<file path="config.mk">
export PLATFORM = sky130hd
export DESIGN_NAME = sifh_ctrl
export DESIGN_NICKNAME = d
export VERILOG_FILES = /design/src/rtl/sifh_ctrl.sv
export SDC_FILE = /design/constraint.sdc
export NUM_CORES = 1
export LEC_CHECK = 0
export BUFFER_PORTS_ARGS = -buffer_cell sky130_fd_sc_hd__clkbuf_2
export CAP_MARGIN = 20
export CORE_MARGIN = 2
export CORE_UTILIZATION = 35
export CTS_CLUSTER_SIZE = 8
export DETAILED_ROUTE_END_ITERATION = 12
export GPL_TIMING_DRIVEN = 0
export HOLD_SLACK_MARGIN = 0.05
export SLEW_MARGIN = 20
export SYNTH_ARGS = -nofsm -noshare
export SYNTH_HDL_FRONTEND = slang
export SYNTH_SLANG_ARGS = --single-unit
</file>
<file path="constraint.sdc">
create_clock -name clk -period 2.6 [get_ports clk]
set_input_delay 0.26 -clock clk [delete_from_list [all_inputs] [get_ports clk]]
set_output_delay 0.26 -clock clk [all_outputs]
set_load 0.02 [all_outputs]
</file>
<file path="src/rtl/sifh_ctrl.sv">
// Two-pass histogram peak finder for TDC timestamps: a coarse pass locates the busiest
// upper-bit bin, then a fine pass histograms the lower bits inside that coarse bin.
module sifh_ctrl #(
    parameter int NP        = 10,
    parameter int RAM_ADDR  = 6,
    parameter int CNT_W     = 8,
    parameter int N_SAMPLES = 16
) (
    input  logic                clk,
    input  logic                res,
    input  logic                start,
    input  logic                data_valid,
    input  logic [NP-1:0]       data,
    input  logic [CNT_W-1:0]    counts,
    output logic [RAM_ADDR-1:0] waddr,
    output logic [RAM_ADDR-1:0] raddr,
    output logic                wEnable,
    output logic                rEnable,
    output logic                writeFlag,
    output logic                readFlag,
    output logic [CNT_W-1:0]    newCounts,
    output logic                busy,
    output logic                done,
    output logic [NP-1:0]       result,
    output logic [CNT_W-1:0]    peak_count
);

    localparam int FW   = NP - RAM_ADDR;
    localparam int BINS = 2 ** RAM_ADDR;
    localparam int SW   = $clog2(N_SAMPLES + 1);
    localparam logic [RAM_ADDR-1:0] LAST_ADDR = {RAM_ADDR{1'b1}};
    localparam logic [RAM_ADDR:0]   RD_LAST   = (RAM_ADDR+1)'(BINS - 1);
    localparam logic [RAM_ADDR:0]   RD_END    = (RAM_ADDR+1)'(BINS);
    localparam logic [SW-1:0]       N_BEATS   = SW'(N_SAMPLES);
    localparam logic [CNT_W-1:0]    CNT_MAX   = {CNT_W{1'b1}};

    if (FW > RAM_ADDR || FW < 1) begin : g_bad_widths
        $error("sifh_ctrl: NP-RAM_ADDR must lie in 1..RAM_ADDR");
    end

    typedef enum logic [1:0] {IDLE, CLEAR, HIST, PEAK} state_t;

    state_t              state;
    logic                pass2;
    logic [SW-1:0]       beat_cnt;
    logic [1:0]          drain;
    logic [RAM_ADDR-1:0] coarse_peak;
    logic                vld_p0, vld_p1;
    logic [RAM_ADDR-1:0] bin_p0, bin_p1;
    logic [RAM_ADDR-1:0] waddr_p2;
    logic [CNT_W-1:0]    wdata_p2;
    logic [RAM_ADDR:0]   rd_cnt;
    logic [CNT_W-1:0]    max_cnt;
    logic [RAM_ADDR-1:0] max_idx;

    logic [RAM_ADDR-1:0] coarse_in, bin_in, pk_idx, fin_idx;
    logic [CNT_W-1:0]    operand, fin_cnt;
    logic                beat, in_win, pk_upd;

    function automatic logic [CNT_W-1:0] sat_inc(input logic [CNT_W-1:0] v);
        return (v == CNT_MAX) ? v : v + CNT_W'(1);
    endfunction

    // The RAM read is read-first and the increment is registered, so a bin's latest
    // value may still sit in either of the last two write beats rather than in counts.
    always_comb begin
        coarse_in = data[NP-1 -: RAM_ADDR];
        bin_in    = pass2 ? RAM_ADDR'(data[FW-1:0]) : coarse_in;
        in_win    = !pass2 || (coarse_in == coarse_peak);
        beat      = (state == HIST) && data_valid && (beat_cnt != N_BEATS);
        operand   = counts;
        if (bin_p1 == waddr)
            operand = newCounts;
        else if (bin_p1 == waddr_p2)
            operand = wdata_p2;
        pk_idx  = rd_cnt[RAM_ADDR-1:0] - RAM_ADDR'(1);
        pk_upd  = (rd_cnt != '0) && (counts > max_cnt);
        fin_cnt = pk_upd ? counts : max_cnt;
        fin_idx = pk_upd ? pk_idx : max_idx;
    end

    always_ff @(posedge clk) begin
        // p0: bin whose read is on the RAM port; p1: its count is back; p2: last write beat
        bin_p0   <= bin_in;
        bin_p1   <= bin_p0;
        waddr_p2 <= waddr;
        wdata_p2 <= newCounts;
        if (res) begin
            state       <= IDLE;
            pass2       <= 1'b0;
            busy        <= 1'b0;
            done        <= 1'b0;
            result      <= '0;
            peak_count  <= '0;
            waddr       <= '0;
            raddr       <= '0;
            newCounts   <= '0;
            wEnable     <= 1'b0;
            rEnable     <= 1'b1;
            writeFlag   <= 1'b0;
            readFlag    <= 1'b0;
            vld_p0      <= 1'b0;
            vld_p1      <= 1'b0;
            beat_cnt    <= '0;
            drain       <= '0;
            coarse_peak <= '0;
            rd_cnt      <= '0;
            max_cnt     <= '0;
            max_idx     <= '0;
        end else begin
            done   <= 1'b0;
            vld_p0 <= beat && in_win;
            vld_p1 <= vld_p0;
            case (state)
                IDLE: begin
                    if (start) begin
                        state     <= CLEAR;
                        pass2     <= 1'b0;
                        busy      <= 1'b1;
                        waddr     <= '0;
                        newCounts <= '0;
                        wEnable   <= 1'b1;
                        writeFlag <= 1'b1;
                    end
                end
                CLEAR: begin
                    if (waddr == LAST_ADDR) begin
                        state     <= HIST;
                        wEnable   <= 1'b0;
                        writeFlag <= 1'b0;
                        beat_cnt  <= '0;
                        drain     <= '0;
                    end else begin
                        waddr <= waddr + RAM_ADDR'(1);
                    end
                end
                HIST: begin
                    if (beat)
                        beat_cnt <= beat_cnt + SW'(1);
                    if (beat && in_win)
                        raddr <= bin_in;
                    readFlag <= beat && in_win;
                    rEnable  <= !(beat && in_win);
                    if (vld_p1) begin
                        waddr     <= bin_p1;
                        newCounts <= sat_inc(operand);
                        wEnable   <= 1'b1;
                        writeFlag <= 1'b1;
                    end else begin
                        wEnable   <= 1'b0;
                        writeFlag <= 1'b0;
                    end
                    if (beat_cnt == N_BEATS) begin
                        if (drain == 2'd2) begin
                            state    <= PEAK;
                            raddr    <= '0;
                            readFlag <= 1'b1;
                            rEnable  <= 1'b0;
                            rd_cnt   <= '0;
                            max_cnt  <= '0;
                            max_idx  <= '0;
                        end else begin
                            drain <= drain + 2'd1;
                        end
                    end
                end
                PEAK: begin
                    rd_cnt  <= rd_cnt + (RAM_ADDR+1)'(1);
                    max_cnt <= fin_cnt;
                    max_idx <= fin_idx;
                    if (rd_cnt < RD_LAST) begin
                        raddr <= raddr + RAM_ADDR'(1);
                    end else begin
                        readFlag <= 1'b0;
                        rEnable  <= 1'b1;
                    end
                    if (rd_cnt == RD_END) begin
                        if (!pass2) begin
                            coarse_peak <= fin_idx;
                            pass2       <= 1'b1;
                            state       <= CLEAR;
                            waddr       <= '0;
                            newCounts   <= '0;
                            wEnable     <= 1'b1;
                            writeFlag   <= 1'b1;
                        end else begin
                            result     <= {coarse_peak, fin_idx[FW-1:0]};
                            peak_count <= fin_cnt;
                            done       <= 1'b1;
                            busy       <= 1'b0;
                            pass2      <= 1'b0;
                            state      <= IDLE;
                        end
                    end
                end
                default: state <= IDLE;
            endcase
        end
    end

endmodule

</file>
==> summary.txt <==
Outcome
  • Status: finished, violations left
  • Failing checks: negative setup slack

Power and ir drop
  • Internal: 2.836 mW
  • Maximum vdd drop: 0.3334 mV
  • Clock power share: 31.6%
  • Total power: 4.349 mW
  • Pwr dens: 682.4 nW/um2
  • Combinational group share of total power: 26.7%
  • P_sw: 1.512 mW
  • Net Sw Frac: 34.77%
  • Share of power burned in registers: 41.7%
  • Lkg Pwr: 2.458 nW

Critical path
  • CP startpoint kind: flip-flop
  • Critical path's largest stage delay: 0.38 ns
  • Critical path endpoint category: flip-flop
  • CP arrival: 2.85 ns
  • Required @ worst endpoint: 2.85 ns
  • Worst Path Max Fanout: 7
  • CP Class: flip-flop to flip-flop
  • Crit-path cells: xor2_2 > nor4_4 > buf_6 > a32oi_1 > o2bb2ai_4 > inv_1 > ha_2 > o221ai_2 > nor4_4 > mux2_2 > a22o_1
  • CP most frequent cell: nor4_4
  • Slowest CP cell: dfxtp_4

Synth
  • Post-Syn Nets: 635
  • Async set-reset flop share out of synthesis: 0%
  • Post-synth EDFFs: 0
  • Register bit count reported by yosys: 108
  • Most instantiated cells after synthesis: 108 x dfxtp_1, 59 x nand2_1, 52 x nor2_1
  • Mapped Cells: 593
  • Most common cell in the netlist: dfxtp_1
  • Mapped Area: 5200 um2
  • Yosys top cell area share: 41.58%
  • Yosys warning total: 0
  • Post-synth top flop: dfxtp_1
  • Mean Syn Cell Area: 8.769 um2
  • Register area share after synthesis: 41.58%
  • Synth area leader: dfxtp_1
  • Synth cell types: 67
  • Top post-synthesis cells by area: dfxtp_1 42%, ha_1 4.8%, nand2_1 4.3%, xor2_1 4.0%, nor2_1 3.8%

Die
  • Row Count: 44
  • Ports: 66
  • Die height: 125.9 um
  • DIE WIDTH: 125.9 um
  • Initial Utilization: 35.78%
  • Core Box Area: 14,530 um2
  • Die Area: 15,850 um2

Clocking
  • CTS tree: built
  • CTS Buffer Depth: 2
  • Clk pin slew, worst setup/hold paths: 0.08 ns
  • Sink Count: 108
  • CTS Root Cell: clkbuf_16
  • Total CTS buffers: 9
  • H-tree levels: 3
  • Skew-Pair Late Insertion Delay: 0.36 ns

Routing
  • Total wire length: 15,110 um
  • Via density: 5.435
  • DR iter-0 viols: 421
  • DR WL met2: 7179 um
  • Post-route DRC: 0
  • M1 WL: 6909 um
  • Top sig layer: met4
  • Wirelength per Cell: 17.33 um
  • Antenna viol nets, final: 0
  • Met3 wire length: 670 um
  • Via count: 4,739
  • Pre-Repair DR Iteration Count: 5

STA
  • Fmax: 384.6 MHz
  • Worst Hold Margin: 0.1827 ns
  • Hold Fails Final Rpt: 0
  • Worst-margin pin slew: 0.6346 ns
  • Fin crit share: 100.0%
  • RSZ-0062 raised after global routing: yes
  • Final min period: 2.600 ns
  • Max Transition Viols Final: 0
  • Layout Skew: 0.006330 ns
  • Final setup vio count: 1
  • Total negative slack: -0.0003837 ns
  • Setup ws final: -0.0003837 ns
  • Max_slew headroom: 57.70%

Cells and area
  • Nets: 725
  • Synthesis-to-layout area growth: 22.55%
  • Finished Layout Cells: 872
  • Fillers: 1,431
  • Layout cell share with drive strength beyond 1: 23.26%
  • Final non-filler cell area: 6372 um2
  • Core Util, Final: 43.84%
  • Register area: 2178 um2
  • Footprint of the multi-input gates: 3000 um2
  • Antenna cells: 0

Placement
  • Port Buffer Count: 65
  • Pre-CTS setup slack: -0.3213 ns
  • Placer congestion estimate: 0.8690
  • Post-placement cell count: 842
  • Dpl cell area: 5768 um2
  • Detailed Place HPWL: 10,990 um

GRT
  • Initial antenna violation count: 0
  • Vias in the first global route: 4,614
  • Largest net degree at the start of global routing: 20
  • GRT Util Overall: 18.97%
  • First-pass GRT wire length: 24,270 um
  • Total gr overflow: 0

Run
  • Max Cap Violations: 0

Min path
  • Worst min-delay path class: primary input to flip-flop
-- cell families after synthesis --
logic type / share of synthesized area [%]
fa+ha+maj: 4.812
compound gates: 21.01
mux: 1.853
buf+inv: 4.163
xor+xnor: 6.737
simple gates: 19.85
flops: 41.58
-- worst max-delay path, delay by kind of cell (launching register included) --
family | cells | cell delay (ns)
AND/OR/NAND/NOR | 2 | 0.53
AO/OA/AOI/OAI | 4 | 0.62
flip-flops | 1 | 0.38
buffers and inverters | 2 | 0.23
XOR/XNOR | 1 | 0.19
adder cells (fa/ha/maj) | 1 | 0.18
multiplexers | 1 | 0.37
-- layout by cell type (no fill, tap or decap), drive strengths merged, types with 8 or more instances in the layout --
master,instances
ha,20
nor2,54
dfxtp,108
a21oi,29
inv,29
buf,22
nor3,17
nand3,23
a22o,13
and3,8
a311oi,8
o21ai,34
xor2,24
nand2,60
xnor2,16
clkbuf,94
a32oi,8
-- final cells by class --
class	instances	area share, %
repair buffers	79	6.774
multi-input cells	431	47.08
flip-flops and latches	108	34.18
plain buffers	27	2.081
well taps	184	3.613
clock buffers	10	3.750
inverters	27	1.590
clock inverters	6	0.9228
-- power by group through the flow --
| stage | logic (mW) | clock network, mW | registers, mW |
|---|---|---|---|
| after floorplan | 0.735 | 0 | 1.85 |
| after global placement | 1.04 | 0 | 1.84 |
| after detailed placement | 1.06 | 0 | 1.85 |
| after CTS | 1.08 | 1.40 | 1.81 |
| after global routing | 1.28 | 1.46 | 1.82 |
| final | 1.16 | 1.37 | 1.81 |
-- state kept, by name, indices dropped and copies added, names as in the netlist, 5 cells and up --
| register | count |
|---|---|
| result | 10 |
| max_cnt | 8 |
| newCounts | 8 |
| peak_count | 8 |
| wdata_p2 | 8 |
| rd_cnt | 7 |
| bin_p0 | 6 |
| bin_p1 | 6 |
| coarse_peak | 6 |
| max_idx | 6 |
| raddr | 6 |
| waddr | 6 |
| waddr_p2 | 6 |
| beat_cnt | 5 |
-- per-layer routing --
layer	track usage, %	up-vias
met1	24.60	2267
met2	31.34	130
met3	3.993	27
met4	6.658	0
met5	0	-
li1	-	2315
-- final timing paths --
path             start            to  slack, ns  depth (start not counted)
max           waddr[3]  newCounts[6]    -0.0004                         11
min          counts[0]    max_cnt[0]       0.18                          2
max reg2reg   waddr[3]  newCounts[6]    -0.0004                         11
min reg2reg  bin_p0[5]     bin_p1[5]       0.33                          0
-- timing repair --
action / 4_1_cts / 5_1_grt
hold buffers: 0 / 0
setup endpoints to repair: 35 / 56
pin swaps: 3 / 7
gates cloned: 0 / 1
hold endpoints to repair: 0 / 0
setup buffers: 4 / 9
gates resized for setup: 14 / 53
Power figures use the tool's default switching activity.
